--- config.mk ---
export PLATFORM = sky130hd
export DESIGN_NAME = trap_controller
export DESIGN_NICKNAME = d
export VERILOG_FILES = /design/src/rtl/trap_pkg.sv /design/src/rtl/trap_controller_target.sv /design/src/rtl/trap_controller.sv
export SDC_FILE = /design/constraint.sdc
export NUM_CORES = 1
export LEC_CHECK = 0
export ABC_CLOCK_PERIOD_IN_PS = 5700
export CAP_MARGIN = 30
export CORE_AREA = 2 2 119 121
export DETAILED_ROUTE_END_ITERATION = 8
export DIE_AREA = 0 0 121 123
export MAX_ROUTING_LAYER = met4
export PLACE_DENSITY_LB_ADDON = 0.12
export SKIP_LAST_GASP = 1
export SYNTH_ARGS = -nofsm -noshare
export SYNTH_HDL_FRONTEND = slang
export SYNTH_HIERARCHICAL = 1
export SYNTH_SLANG_ARGS = --single-unit
--- constraint.sdc ---
create_clock -name i_clk -period 5.7 [get_ports i_clk]
set_input_delay 1.14 -clock i_clk [delete_from_list [all_inputs] [get_ports i_clk]]
set_output_delay 1.14 -clock i_clk [all_outputs]
set_load 0.01 [all_outputs]
--- src/rtl/trap_pkg.sv ---
// trap_pkg: shared trap FSM states, request kinds and the timer-interrupt cause.
// Used by the trap controller, the CSR file and the hazard unit.
package trap_pkg;
  typedef enum logic [1:0] {S_IDLE, S_DRAIN, S_COMMIT, S_REDIRECT} state_t;
  typedef enum logic [1:0] {K_NONE, K_EXC, K_INT, K_MRET} kind_t;
  localparam logic [31:0] CAUSE_TIMER_INT = 32'h8000_0007;
endpackage

--- src/rtl/trap_controller_target.sv ---
// trap_target_calc: combinational redirect target for a trap or an MRET.
// Ports: i_kind (latched request kind), i_cause (latched cause),
//        i_mtvec / i_mepc (current CSR values), o_pc (redirect target).
module trap_target_calc
  import trap_pkg::*;
(
  input  kind_t       i_kind,
  input  logic [31:0] i_cause,
  input  logic [31:0] i_mtvec,
  input  logic [31:0] i_mepc,
  output logic [31:0] o_pc
);
  logic [31:0] w_base;
  logic        w_vectored;
  logic        w_unused;
  assign w_base     = {i_mtvec[31:2], 2'b00};
  // Vectored mode only applies to interrupts (cause MSB set).
  assign w_vectored = (i_mtvec[1:0] == 2'b01) && i_cause[31];
  assign o_pc       = (i_kind == K_MRET) ? {i_mepc[31:2], 2'b00} :
                      w_vectored ? w_base + 32'({i_cause[30:0], 2'b00}) : w_base;
  assign w_unused   = ^i_mepc[1:0];
endmodule

--- src/rtl/trap_controller.sv ---
// trap_controller: arbitrates interrupt/exception/MRET, drains the pipeline,
// commits CSR updates and redirects fetch.
// Inputs : i_clk, i_rst_n (sync, active-low), i_exception_request/cause/pc,
//          i_interrupt_pending, i_mret_request, i_resume_pc_in,
//          i_pipeline_idle, i_mtvec_in, i_mepc_in, i_redirect_ready.
// Outputs: o_pipeline_stall, o_pipeline_flush, o_trap_ack, o_drain_timeout,
//          o_csr_exception_enable/pc/cause, o_csr_machine_return_enable,
//          o_redirect_valid, o_redirect_pc, o_busy.
module trap_controller
  import trap_pkg::*;
#(
  parameter int unsigned DRAIN_TIMEOUT = 15
) (
  input  logic        i_clk,
  input  logic        i_rst_n,
  input  logic        i_exception_request,
  input  logic [31:0] i_exception_cause_in,
  input  logic [31:0] i_exception_pc_in,
  input  logic        i_interrupt_pending,
  input  logic        i_mret_request,
  input  logic [31:0] i_resume_pc_in,
  input  logic        i_pipeline_idle,
  input  logic [31:0] i_mtvec_in,
  input  logic [31:0] i_mepc_in,
  input  logic        i_redirect_ready,
  output logic        o_pipeline_stall,
  output logic        o_pipeline_flush,
  output logic        o_trap_ack,
  output logic        o_drain_timeout,
  output logic        o_csr_exception_enable,
  output logic [31:0] o_csr_exception_pc,
  output logic [31:0] o_csr_exception_cause,
  output logic        o_csr_machine_return_enable,
  output logic        o_redirect_valid,
  output logic [31:0] o_redirect_pc,
  output logic        o_busy
);
  state_t      r_state, w_next;
  kind_t       r_kind;
  logic [31:0] r_cause, r_pc;
  logic [7:0]  r_cnt;
  logic        w_trap, w_cnt_hit;
  logic [31:0] w_target;

  assign w_trap    = (r_kind != K_MRET);
  assign w_cnt_hit = (r_cnt == 8'(DRAIN_TIMEOUT));

  trap_target_calc u_target (
    .i_kind  (r_kind),
    .i_cause (r_cause),
    .i_mtvec (i_mtvec_in),
    .i_mepc  (i_mepc_in),
    .o_pc    (w_target)
  );

  always_ff @(posedge i_clk) begin
    if (!i_rst_n) begin
      r_state <= S_IDLE;
      r_kind  <= K_NONE;
      r_cause <= '0;
      r_pc    <= '0;
      r_cnt   <= '0;
    end else begin
      r_state <= w_next;
      r_cnt   <= (r_state == S_DRAIN) ? r_cnt + 8'd1 : 8'd0;
      if (r_state == S_IDLE) begin
        if (i_interrupt_pending) begin
          r_kind  <= K_INT;
          r_cause <= CAUSE_TIMER_INT;
          r_pc    <= i_resume_pc_in;
        end else if (i_exception_request) begin
          r_kind  <= K_EXC;
          r_cause <= i_exception_cause_in;
          r_pc    <= i_exception_pc_in;
        end else if (i_mret_request) begin
          r_kind  <= K_MRET;
          r_cause <= '0;
          r_pc    <= '0;
        end
      end
    end
  end

  // Outputs are forced low while reset is asserted, so an abandoned trap
  // never shows a CSR enable even in the reset cycle itself.
  always_comb begin
    w_next                      = r_state;
    o_pipeline_stall            = 1'b0;
    o_pipeline_flush            = 1'b0;
    o_trap_ack                  = 1'b0;
    o_drain_timeout             = 1'b0;
    o_csr_exception_enable      = 1'b0;
    o_csr_exception_pc          = '0;
    o_csr_exception_cause       = '0;
    o_csr_machine_return_enable = 1'b0;
    o_redirect_valid            = 1'b0;
    o_redirect_pc               = '0;
    o_busy                      = i_rst_n && (r_state != S_IDLE);
    if (i_rst_n) begin
      case (r_state)
        S_IDLE: w_next = (i_interrupt_pending || i_exception_request || i_mret_request) ? S_DRAIN : S_IDLE;
        S_DRAIN: begin
          o_pipeline_stall = 1'b1;
          o_drain_timeout  = w_cnt_hit && !i_pipeline_idle;
          w_next           = (i_pipeline_idle || w_cnt_hit) ? S_COMMIT : S_DRAIN;
        end
        S_COMMIT: begin
          o_pipeline_stall            = 1'b1;
          o_pipeline_flush            = 1'b1;
          o_trap_ack                  = 1'b1;
          o_csr_exception_enable      = w_trap;
          o_csr_machine_return_enable = !w_trap;
          o_csr_exception_pc          = w_trap ? r_pc : 32'd0;
          o_csr_exception_cause       = w_trap ? r_cause : 32'd0;
          w_next                      = S_REDIRECT;
        end
        default: begin
          o_pipeline_stall = 1'b1;
          o_redirect_valid = 1'b1;
          o_redirect_pc    = w_target;
          w_next           = i_redirect_ready ? S_IDLE : S_REDIRECT;
        end
      endcase
    end
  end
endmodule

==> run metrics <==
clock slew at reported path FFs=approximately 60 ps; combinational fraction of design power=29.0%; Worst-Margin Slew=approximately 990 ps; Boundary Pins=271; routed len/inst=17.17 microns; worst skew pair latency=340 ps; die height=123 microns; Setup-failing EPs final=0; Post-synth EDFFs=0; vias per cell=~5.4; Pins Over Slew Limit=0; CTS Hold Bufs=0; Antenna diodes=0; antenna violations before repair=0; TritonCTS Sinks=76; Unique masters post-synth=64; Total Wirelength=19.78 mm; Placer Congestion=0.9063; remaining antenna violation count=0; DRC violations left=0; Setup Skew=6.686 ps; Slowest-stage cell, CP=clkdlybuf4s50_1; Lkg Pwr=~3.7 nW; WP data arrival=4500 ps; Internal=1.189 mW; asr flop ratio synth=0%; DRT Pass-1 Iters=5; Rows=43; Root Buffer Master=clkbuf_16; CORE AREA=13610 sq um; DR vias=6256; startpoint types=input pin; grt total ovfl=0; Flop pwr share=36.3%; area growth from synthesis to layout=58.61%; clock share of power=between 30% and 40%; CP Class=input pin to output pin; Port Buffers=266; family with the most delay on the worst path=buffers and inverters; Switching Share=29.17%; total track usage=26.58%; WHS=452.6 ps; total chip power=1.679 mW; H-tree Lvls=3; synthesized cell area=5647 sq um; Crit. End Element=output pin; Worst EP required=4560 ps; largest net degree at the start of global routing=49; Num CTS Buffers=9; DIE WIDTH=121 microns; HPWL Detailed=14.82 mm; Worst Hold Class=register to register; Initial DRC Count=320; max-cap violations=0; Syn. warnings=6; worst-path cell chain=clkdlybuf4s50_1, ha_2, fa_2, a21oi_2, nor2b_1, buf_4, a31oi_1, o21ai_1, a31oi_2, buf_4, nor2b_1, nor3_1, o311ai_0, o21a_1, and2_1, clkdlybuf4s50_1; status=completed; setup TNS=0 ps; sequential area share after synthesis=about 27%; first-pass GRT wire length=30.79 mm; nets=1165; Max Buffers Root-to-Sink=2; Switch Pwr=slightly below 0.5 mW; final hold vios=0; Synth Register Bits=76; Worst slew margin=between 30 and 40%; number of global-route vias before repair=6388; layout cells sized above 1=between 8 and 9%; most common flop cell mapped by yosys=dfxtp_1; CTS tree=yes; max incr delay on CP=about 530 ps; Peak VDD IR=0.1125 mV; period utilization=between 90% and 100%; minimum clock period=5637 ps; Max Clk Rate=177.4 MHz; Die Area=between 10000 and 15000 sq um; RSZ-0062 raised after global routing=true; syn_area_per_cell=7.964 sq um; Cells after Synth=709; pwr dens=about 190 nW/um^2; Crit path buffers/inverters=4; Initial Util=between 40% and 50%; CP max FO=2
path summary, 6_finish.rpt:
path / from / end / slack [ps] / depth (start not counted)
setup / recovery: i_mtvec_in[2] / o_redirect_pc[16] / 60 / 16
hold / removal: r_cnt[0] / r_cnt[0] / 450 / 1
setup reg to reg: r_state[0] / r_pc[20] / 3470 / 5
hold reg to reg: r_cnt[0] / r_cnt[0] / 450 / 1
state kept, by name, indices dropped and copies added (netlist names):
register,cells
r_pc,32
r_state,2
r_cause,32
r_kind,2
r_cnt,8
cell families (layout without fill, tap and decap cells):
| kind of cell | Yosys count | after routing | share of synthesized area (%) |
|---|---|---|---|
| and+or+nand+nor | 281 | 281 | 26.68 |
| AOI/OAI and AO/OA | 235 | 235 | 30.09 |
| DFF | 76 | 76 | 26.94 |
| buffers and inverters | 58 | 320 | 4.963 |
| adders and majority gates | 31 | 31 | 7.002 |
| xor gates and xnor gates | 25 | 25 | 3.878 |
| muxes | 2 | 2 | 0.3767 |
| other | 1 | 2 | 0.06641 |
cell usage in the layout (no fill, tap or decap), types with 12 or more instances in the layout:
master / instances
xnor2_1: 15
clkdlybuf4s50_1: 255
and2_1: 120
buf_4: 33
o21ai_0: 22
a221o_1: 20
a22o_1: 28
a21o_1: 18
nand3_1: 16
nand2_1: 56
nor2_1: 46
a22oi_1: 12
a21oi_1: 58
dfxtp_1: 76
a211oi_2: 12
ha_1: 29
through the flow:
stage	instance area (sq um)	setup slack [ps]	cells	util [%]
after floorplan	5650	961.3	710	-
after global placement	8538	-224.9	1131	62.73
after detailed placement	8538	-244.9	1131	62.73
after CTS	8860	28.12	1148	65.09
after global routing	8956	-79.48	1152	65.80
final	8956	63.45	1152	65.80
area by class of cell:
type	instances	area, sq um
sequential	76	1521
clock buffer	13	250.2
timing repair buffer	301	2958
tap	180	225.2
multi-input combinational	576	3944
clock inverter	3	46.29
fill	1171	4656
inverter	3	11.26
cell usage after synthesis, types with 2 or more instances:
| library cell | n | area share, % |
|---|---|---|
| dfxtp_1 | 76 | 27 |
| buf_6 | 3 | 0.60 |
| o21ai_1 | 4 | 0.35 |
| a22o_1 | 28 | 4.3 |
| o211ai_1 | 2 | 0.27 |
| nand4_1 | 4 | 0.44 |
| nand2_1 | 56 | 3.7 |
| ha_1 | 30 | 6.6 |
| a21o_1 | 18 | 2.4 |
| and3_1 | 6 | 0.66 |
| or3_1 | 2 | 0.22 |
| nand2b_1 | 6 | 0.66 |
| clkbuf_1 | 35 | 2.3 |
| inv_1 | 3 | 0.20 |
| a211oi_1 | 13 | 1.7 |
| a21oi_1 | 62 | 5.5 |
| buf_2 | 8 | 0.71 |
| buf_4 | 8 | 1.1 |
| a31oi_1 | 12 | 1.3 |
| a31o_2 | 2 | 0.31 |
| a21boi_0 | 2 | 0.27 |
| a31o_1 | 2 | 0.31 |
| a21oi_2 | 3 | 0.47 |
| nand3_1 | 16 | 1.4 |
| a221o_1 | 20 | 3.5 |
| nor4_1 | 2 | 0.22 |
| nand3b_1 | 2 | 0.27 |
| o21bai_1 | 3 | 0.40 |
| nor3_1 | 4 | 0.35 |
| and2_1 | 120 | 13 |
| a211o_1 | 2 | 0.31 |
| o21ai_0 | 24 | 2.1 |
| a221oi_1 | 3 | 0.47 |
| xor2_1 | 10 | 1.6 |
| nor2b_1 | 7 | 0.78 |
| nor2_1 | 46 | 3.1 |
| a22oi_1 | 12 | 1.6 |
| o21a_1 | 3 | 0.40 |
| o31ai_1 | 2 | 0.27 |
| a211oi_2 | 10 | 2.2 |
| xnor2_1 | 15 | 2.3 |
routing by layer:
layer  GRT usage, %  wire [microns]  vias up
li1               -               -     3071
met1          29.51            8193     2932
met2          47.26            9927      226
met3          6.089            1343       27
met4          8.576             318        0
met5              -               0        -
power groups by stage:
stage	registers, mW	logic, mW	clock network (mW)
CTS	0.608	0.475	0.595
floorplan	0.604	0.270	0
detailed placement	0.618	0.469	0
global route	0.613	0.529	0.611
global placement	0.616	0.457	0
finish	0.609	0.486	0.584
what timing repair did:
action,4_1_cts,5_1_grt
setup endpoints to repair,6,16
resized for setup,7,20
setup buffers,1,3
pin swaps,2,10
No activity file was read; power rests on OpenSTA's default activity.
